[src/rtl/tcu_sequencer.sv]
// Timing Control Unit and Instruction Register for the 6502 core.
// Holds the opcode and T state, stalls on RDY, and injects BRK for RESET/NMI/IRQ sequences.
module tcu_sequencer #(
  parameter int                IR_WIDTH   = 8,
  parameter int                TCU_WIDTH  = 3,
  parameter int                MAX_T      = 7,
  parameter logic [IR_WIDTH-1:0] BRK_OPCODE = 8'h00
) (
  input  logic                 i_clk,
  input  logic                 i_reset,
  input  logic                 i_rdy,
  input  logic [IR_WIDTH-1:0]  i_data,
  input  logic                 i_end,
  input  logic                 i_nmi_n,
  input  logic                 i_irq_n,
  input  logic                 i_irq_mask,
  output logic [IR_WIDTH-1:0]  o_ir,
  output logic [TCU_WIDTH-1:0] o_tcu,
  output logic                 o_sync,
  output logic [1:0]           o_int_type,
  output logic                 o_nmi_pending,
  output logic                 o_error
);

  localparam logic [TCU_WIDTH-1:0] LP_T0    = TCU_WIDTH'(0);
  localparam logic [TCU_WIDTH-1:0] LP_T1    = TCU_WIDTH'(1);
  localparam logic [TCU_WIDTH-1:0] LP_MAX_T = TCU_WIDTH'(MAX_T);

  localparam logic [1:0] LP_INT_NONE  = 2'b00;
  localparam logic [1:0] LP_INT_IRQ   = 2'b01;
  localparam logic [1:0] LP_INT_NMI   = 2'b10;
  localparam logic [1:0] LP_INT_RESET = 2'b11;

  logic [IR_WIDTH-1:0]  r_ir;
  logic [TCU_WIDTH-1:0] r_tcu;
  logic                 r_sync;
  logic [1:0]           r_int_type;
  logic                 r_nmi_pending;
  logic                 r_nmi_q;
  logic                 r_error;

  logic [IR_WIDTH-1:0]  w_ir_n;
  logic [TCU_WIDTH-1:0] w_tcu_n;
  logic [1:0]           w_int_type_n;
  logic                 w_error_n;
  logic                 w_nmi_pending_n;
  logic                 w_nmi_edge;
  logic                 w_irq_req;
  logic                 w_inject_nmi;

  assign w_nmi_edge = r_nmi_q & ~i_nmi_n;
  assign w_irq_req  = ~i_irq_n & ~i_irq_mask;

  // Next-state decode for fetch/execute; everything holds while RDY is low.
  always_comb begin
    w_ir_n       = r_ir;
    w_tcu_n      = r_tcu;
    w_int_type_n = r_int_type;
    w_error_n    = r_error;
    w_inject_nmi = 1'b0;
    if (i_rdy) begin
      if (r_tcu == LP_T0) begin
        w_tcu_n = LP_T1;
        if (r_nmi_pending) begin
          w_ir_n       = BRK_OPCODE;
          w_int_type_n = LP_INT_NMI;
          w_inject_nmi = 1'b1;
        end else if (w_irq_req) begin
          w_ir_n       = BRK_OPCODE;
          w_int_type_n = LP_INT_IRQ;
        end else begin
          w_ir_n       = i_data;
          w_int_type_n = LP_INT_NONE;
        end
      end else begin
        if (i_end) begin
          w_tcu_n = LP_T0;
        end else if (r_tcu == LP_MAX_T) begin
          w_tcu_n   = LP_T0;
          w_error_n = 1'b1;
        end else begin
          w_tcu_n = r_tcu + LP_T1;
        end
      end
    end else begin
      w_inject_nmi = 1'b0;
    end
    // A fresh edge in the injection cycle must not be lost.
    if (w_nmi_edge) begin
      w_nmi_pending_n = 1'b1;
    end else if (w_inject_nmi) begin
      w_nmi_pending_n = 1'b0;
    end else begin
      w_nmi_pending_n = r_nmi_pending;
    end
  end

  // State register; reset starts the core directly at T1 of the reset sequence.
  always_ff @(posedge i_clk) begin
    if (i_reset) begin
      r_ir          <= BRK_OPCODE;
      r_tcu         <= LP_T1;
      r_sync        <= 1'b0;
      r_int_type    <= LP_INT_RESET;
      r_nmi_pending <= 1'b0;
      r_nmi_q       <= 1'b1;
      r_error       <= 1'b0;
    end else begin
      r_ir          <= w_ir_n;
      r_tcu         <= w_tcu_n;
      r_sync        <= (w_tcu_n == LP_T0);
      r_int_type    <= w_int_type_n;
      r_nmi_pending <= w_nmi_pending_n;
      r_nmi_q       <= i_nmi_n;
      r_error       <= w_error_n;
    end
  end

  assign o_ir          = r_ir;
  assign o_tcu         = r_tcu;
  assign o_sync        = r_sync;
  assign o_int_type    = r_int_type;
  assign o_nmi_pending = r_nmi_pending;
  assign o_error       = r_error;

endmodule

[config.mk]
export PLATFORM = sky130hd
export DESIGN_NAME = tcu_sequencer
export DESIGN_NICKNAME = d
export VERILOG_FILES = /design/src/rtl/tcu_sequencer.sv
export SDC_FILE = /design/constraint.sdc
export NUM_CORES = 1
export LEC_CHECK = 0
export CAP_MARGIN = 20
export CORE_MARGIN = 2
export CORE_UTILIZATION = 42
export CTS_CLUSTER_DIAMETER = 60
export DETAILED_ROUTE_END_ITERATION = 8
export PLACE_DENSITY = 0.8
export SKIP_CTS_REPAIR_TIMING = 1
export SLEW_MARGIN = 20
export SYNTH_ARGS = -nofsm -noshare
export SYNTH_HDL_FRONTEND = slang
export SYNTH_SLANG_ARGS = --single-unit
[constraint.sdc]
create_clock -name i_clk -period 3.3 [get_ports i_clk]
set_clock_uncertainty 0.2 [all_clocks]
set_input_delay 0.495 -clock i_clk [delete_from_list [all_inputs] [get_ports i_clk]]
set_output_delay 0.495 -clock i_clk [all_outputs]
set_load 0.05 [all_outputs]
==> key figures, run 1 <==
Clock network
  • Clock sink total: 17
  • CTS Buf Count: 3
  • Root buffer cell: clkbuf_4
  • Max Root-Sink Buffers: 2
  • CTS tree: done
  • Reg clk slew, reported paths: 0.10 ns
  • H-tree Lvls: 1
  • Clk Latency, worst-skew pair: 0.28 ns

Routing
  • Post-route ant nets: 0
  • Pre-Repair DR Iteration Count: 4
  • Drt wl/cell: 12.6 microns
  • Via count: 659
  • # DRC: 0
  • DRT iter0 DRCs: 6
  • Drt total wl: 1590 microns
  • Via density per instance: 5.23

Power and ir drop
  • Clock Power Share: 24.6%
  • Pwr Total: 0.000434 W
  • Peak supply drop: 0.000205 V
  • Comb power frac: 24.3%
  • Pwr/cell area: 421 nW/um^2
  • Net Switching: 0.000129 W
  • P_int: 0.000306 W
  • Lkg Pwr: 0.385 nW
  • Share of power burned in registers: 51.2%
  • Sw Share: 29.6%

Final layout
  • Share of cells above drive strength 1: 5.45%
  • Fill cells: 144
  • ANT cells: 0
  • Nets: 129
  • Post-route cell area: 1030 sq um
  • Syn-to-layout area delta: 43.8%
  • Finished Core Util: 66.1%

Floorplan
  • Core area: 1560 sq um
  • Initial core utilization: 46.0%
  • Die area: 2050 sq um
  • # IOs: 31
  • Cell Rows: 14
  • Die width: 45.3 microns
  • Die height: 45.3 microns

Critical path
  • Slowest CP cell: clkdlybuf4s50_1
  • Worst setup SP type: register
  • Worst EP required: 2.60 ns
  • Delay-heaviest family, CP: buffers and inverters
  • Worst Setup Path Type: reg -> out
  • CP max FO: 7
  • Critical path data arrival time: 1.57 ns
  • Max incr delay on CP: 0.84 ns
  • R2R setup slack: 1.53 ns
  • R2R Path Start: o_tcu[0]
  • Cells along the critical path: clkdlybuf4s50_1
  • R2R cell count: 5
  • CP endpoint kind: output port
  • Crit path buf inv count: 1
  • FF-to-FF End: o_int_type[0]

Global routing
  • Initial antenna violation count: 0
  • Maximum number of pins on one net before global-route repair: 16
  • GRT Total Usage: 17.5%
  • First-pass GRT wire length: 2620 microns
  • GR Overflow Total: 0
  • Number of global-route vias before repair: 645

Worst hold path
  • Worst Hold Class: reg -> reg
  • WHS Endpoint: o_ir[5]
  • Hold Path Origin: o_ir[5]
  • Hold-critical path depth: 2

STA
  • Slew @ Worst Pin: 0.534 ns
  • Final min period: 2.26 ns
  • Slew headroom: 64.3%
  • Final Hold Viols: 0
  • Slew Limit Fails: 0
  • Max Fclk: 442 MHz
  • Final Setup Violations: 0
  • Worst hold slack: 0.254 ns
  • TNS Setup: 0 ns
  • RSZ-0062 raised after global routing: false
  • Period utilization: 68.5%

Job
  • Max_cap viols: 0

Placed design
  • Gpl congestion: 0.742
  • Port bufs: 30
  • DP Area: 1000 sq um
  • Final HPWL DP: 1180 microns

Synth
  • Avg Cell Area, Syn: 8.85 sq um
  • Ranking of synthesized cells by area: dfxtp_1 (47%), a21oi_1 (7.7%), nand3_1 (6.3%)
  • Synth Register Bits: 17
  • Register area share after synthesis: 47.5%
  • Yosys top cell by area: dfxtp_1
  • Area of the mapped netlist: 717 sq um
  • Top-area cell type share of the netlist area: 47.5%
  • Yosys cell types: 27
  • Synthesized instance count: 81
  • Synthesized net count: 99
  • Synth warnings: 0

Status
  • Outcome: finished clean
power by group through the flow:
stage / registers, W / logic [W] / clock network [W]
global placement: 0.000227 / 0.000104 / 0
floorplan: 0.000258 / 0.0000348 / 0
global route: 0.000223 / 0.000113 / 0.000120
CTS: 0.000222 / 0.000107 / 0.000110
finish: 0.000222 / 0.000105 / 0.000107
detailed placement: 0.000227 / 0.000106 / 0
synth_stat cells:
library cell  instances
a21oi_1              11
nor2_1                2
nor3b_1               1
buf_2                 2
or4b_1                1
o211ai_2              1
clkbuf_1              1
nor3_1                1
inv_1                 5
nand3_1               9
dfxtp_1              17
ha_1                  3
o21ba_2               1
buf_6                 1
a211oi_1              1
a41oi_1               1
buf_4                 1
nor4_1                1
nor2b_1               1
and3b_1               1
a31oi_1               1
or2_2                 1
nand3b_1              1
a211o_1               1
nand2b_1              4
nand2_1              10
nand4_1               1
worst min-delay path, cell delays in order (launching register included):
cell	delay [ns]
dfxtp_1	0.32
nand2_1	0.05
a21oi_1	0.05
cell type report:
type | instances | area [sq um] | area share [%]
flip-flops and latches | 17 | 340 | 33.0
multi-input cells | 54 | 325 | 31.6
repair buffers | 30 | 300 | 29.1
clock buffers | 4 | 26.3 | 2.55
well taps | 16 | 20.0 | 1.94
inverters | 5 | 18.8 | 1.82
placed cells by master (no fill, tap or decap), types with 2 or more instances in the layout:
cell             count
nor2_1               2
clkbuf_4             3
nand3_1              9
nand2b_1             4
a21oi_1             11
inv_1                5
clkdlybuf4s50_1     30
ha_1                 3
nand2_1             10
dfxtp_1             17
logic make-up after synthesis:
group	synth area share [%]
buffers and inverters	7.16
and+or+nand+nor	25.0
adders and majority gates	5.24
AOI/OAI and AO/OA	15.2
DFF	47.5
worst max-delay path by stage:
stage | start | to | cells after the start
2_1_floorplan | o_tcu[1] | o_sync | 5
3_3_place_gp | i_rdy | o_int_type[0] | 3
3_5_place_dp | i_rdy | o_int_type[0] | 3
4_1_cts | o_tcu[2] | o_tcu[2] | 1
5_1_grt | o_tcu[2] | o_tcu[2] | 1
6_report | o_tcu[2] | o_tcu[2] | 1
per-stage QoR:
| step | instances | worst slack [ns] |
|---|---|---|
| detailed placement | 122 | 0.998 |
| CTS | 126 | 1.03 |
| global route | 126 | 0.981 |
| finish | 126 | 1.04 |
| floorplan | 81 | 1.39 |
| global placement | 122 | 1.04 |
flip-flops by register name, indices dropped and copies added (netlist names):
| register | count |
|---|---|
| o_tcu | 3 |
| o_ir | 8 |
| o_sync | 1 |
| o_nmi_pending | 1 |
| o_int_type | 2 |
| o_error | 1 |
| r_nmi_q | 1 |
layer usage:
layer / routed length, microns / part of all wire, % / track usage (%)
met2: 792 / 50 / 30.9
met3: 83 / 5.2 / 4.00
met1: 709 / 45 / 20.3
met5: 0 / 0 / 0
met4: 6 / 0.38 / 7.06
(Power assumes the default switching activity.)
==> run 2, diff against run 1 <==
--- a/config.mk
+++ b/config.mk
@@ -7,10 +7,10 @@
 export LEC_CHECK = 0
 export CAP_MARGIN = 20
 export CORE_MARGIN = 2
-export CORE_UTILIZATION = 42
+export CORE_UTILIZATION = 36
 export CTS_CLUSTER_DIAMETER = 60
 export DETAILED_ROUTE_END_ITERATION = 8
-export PLACE_DENSITY = 0.8
+export PLACE_DENSITY = 0.73
 export SKIP_CTS_REPAIR_TIMING = 1
 export SLEW_MARGIN = 20
 export SYNTH_ARGS = -nofsm -noshare
==> constraint.sdc (replaced) <==
create_clock -name i_clk -period 1.8 [get_ports i_clk]
set_clock_uncertainty 0.2 [all_clocks]
set_input_delay 0.27 -clock i_clk [delete_from_list [all_inputs] [get_ports i_clk]]
set_output_delay 0.27 -clock i_clk [all_outputs]
set_load 0.05 [all_outputs]
==> run 2 against run 1 <==
Sequential power increased by 83%. Final cell count increased by 13%. Highest routed layer unchanged. Critical path type is now reg -> reg. Register-to-register slack got worse by 1.5 ns. Via count increased by 5.6%. Worst hold slack improved by 0.0042 ns. Critical path depth increased by 4. Core utilization decreased by 10 points.
==> key figures, run 2 (synthesized netlist as in run 1, its figures left out) <==
Routing
  • Drt total wl: 1660 microns (was 1590 microns)
  • # DRC: 0 (unchanged)
  • DRT iter0 DRCs: 3 (was 6)
  • Via count: 696 (was 659)
  • Drt wl/cell: 11.6 microns (was 12.6 microns)
  • Post-route ant nets: 0 (unchanged)
  • Via density per instance: 4.87 (was 5.23)
  • Pre-Repair DR Iteration Count: 3 (was 4)

Floorplan
  • Die width: 48.6 microns (was 45.3 microns)
  • # IOs: 31 (unchanged)
  • Core area: 1920 sq um (was 1560 sq um)
  • Die height: 48.6 microns (was 45.3 microns)
  • Cell Rows: 16 (was 14)
  • Initial core utilization: 37.3% (was 46.0%)
  • Die area: 2360 sq um (was 2050 sq um)

STA
  • Max Fclk: 572 MHz
  • Slew headroom: 78.8% (was 64.3%)
  • TNS Setup: 0 ns (unchanged)
  • Slew Limit Fails: 0 (unchanged)
  • Final Setup Violations: 0 (unchanged)
  • Final Hold Viols: 0 (unchanged)
  • Slew @ Worst Pin: 0.318 ns (was 0.534 ns)
  • Period utilization: 97.1%
  • Final min period: 1.75 ns

Status
  • Outcome: finished clean (unchanged)

Final layout
  • Largest register FFs: 8 (unchanged)
  • Post-route cell area: 1070 sq um (was 1030 sq um)
  • Most common cell after layout, fill and taps aside: buf_4 (was clkdlybuf4s50_1)
  • Nets: 135 (was 129)
  • FF/Latch Area: 345 sq um (was 340 sq um)
  • Most frequent cells in the layout: buf_4 (21), dfxtp_1 (15), clkdlybuf4s50_1 (14) (was clkdlybuf4s50_1 (30), dfxtp_1 (17), a21oi_1 (11))
  • Fill cells: 190 (was 144)
  • Syn-to-layout area delta: 49.9% (was 43.8%)
  • Share of cells above drive strength 1: 28.4% (was 5.45%)
  • Area of the multi-input gates: 332 sq um (was 325 sq um)
  • ANT cells: 0 (unchanged)

Power and ir drop
  • Pwr Total: 0.000808 W (was 0.000434 W)
  • Lkg Pwr: 0.445 nW (was 0.385 nW)
  • Pwr/cell area: 751 nW/um^2 (was 421 nW/um^2)
  • Peak supply drop: 0.000453 V (was 0.000205 V)

Critical path
  • Worst Setup Path Type: reg -> reg (was reg -> out)
  • Worst EP required: 1.78 ns (was 2.60 ns)
  • CP max FO: 4 (was 7)
  • Worst setup SP type: register (unchanged)
  • CP endpoint kind: register (was output port)
  • Critical path data arrival time: 1.72 ns (was 1.57 ns)

Global routing
  • GR Overflow Total: 0 (unchanged)
  • Number of global-route vias before repair: 631 (was 645)
  • Initial antenna violation count: 0 (unchanged)
  • GRT Total Usage: 14.6% (was 17.5%)
  • Maximum number of pins on one net before global-route repair: 11 (was 16)
  • First-pass GRT wire length: 2730 microns (was 2620 microns)

Clock network
  • H-tree Lvls: 1 (unchanged)
  • CTS Buf Count: 3 (unchanged)
  • Clock sink total: 17 (unchanged)
  • Max Root-Sink Buffers: 2 (unchanged)
  • Clk Latency, worst-skew pair: 0.28 ns (about the same)
  • CTS tree: done (unchanged)
  • Root buffer cell: clkbuf_4 (unchanged)
  • Reg clk slew, reported paths: 0.09 ns (was 0.10 ns)

Placed design
  • Final HPWL DP: 1310 microns (was 1180 microns)
  • Port bufs: 30 (unchanged)
  • Gpl congestion: 0.770 (was 0.742)
  • DP Area: 1040 sq um (was 1000 sq um)

Job
  • Max_cap viols: 0 (unchanged)

Worst hold path
  • Worst Hold Class: reg -> reg (unchanged)
## run 2: area by class of cell
| cell class | instances | area share [%] |
|---|---|---|
| Tap cell | 27 | 3.14 |
| Clock buffer | 3 | 2.10 |
| Multi-Input combinational cell | 54 | 30.8 |
| Timing Repair Buffer | 36 | 29.6 |
| Inverter | 5 | 1.75 |
| Clock inverter | 1 | 0.466 |
| Sequential cell | 17 | 32.1 |
## run 2: critical path, cell delays in order (launching register included)
cell	delay [ns]
dfxtp_4	0.37
ha_1	0.20
ha_2	0.19
or4b_4	0.53
o211ai_2	0.08
nor3b_1	0.08
## run 2: path summary, 6_finish.rpt
check,from,end,slack [ns],cells past startpoint
setup / recovery,o_tcu[0],o_sync,0.05,5
hold / removal,o_ir[0],o_ir[0],0.26,2
hold reg to reg,o_ir[0],o_ir[0],0.26,2
setup reg to reg,o_tcu[0],o_sync,0.05,5
## run 2: metal layers
| metal | global-route usage [%] | part of all wire (%) | vias to the layer above |
|---|---|---|---|
| met5 | 0 | 0 | - |
| met4 | 6.67 | 1.8 | 0 |
| met3 | 5.56 | 8.2 | 4 |
| met2 | 24.4 | 46 | 28 |
| met1 | 16.4 | 44 | 309 |
| li1 | - | - | 355 |
## run 2: report_power, final
group | switching (W) | internal, W
sequential | 0.0000113 | 0.000394
combinational | 0.000119 | 0.0000882
clock | 0.000113 | 0.0000824
total | 0.000243 | 0.000565
## run 2: through the flow
stage / instances / hold slack [ns] / worst slack, ns / util, %
final: 143 / 0.258 / 0.0525 / 55.9
after floorplan: 81 / 0.139 / 0.0185 / -
after detailed placement: 139 / 0.248 / 0.0467 / 54.0
after global routing: 143 / 0.278 / -0.00499 / 55.9
after CTS: 143 / 0.262 / 0.0333 / 55.5
after global placement: 139 / 0.240 / 0.0771 / 54.0
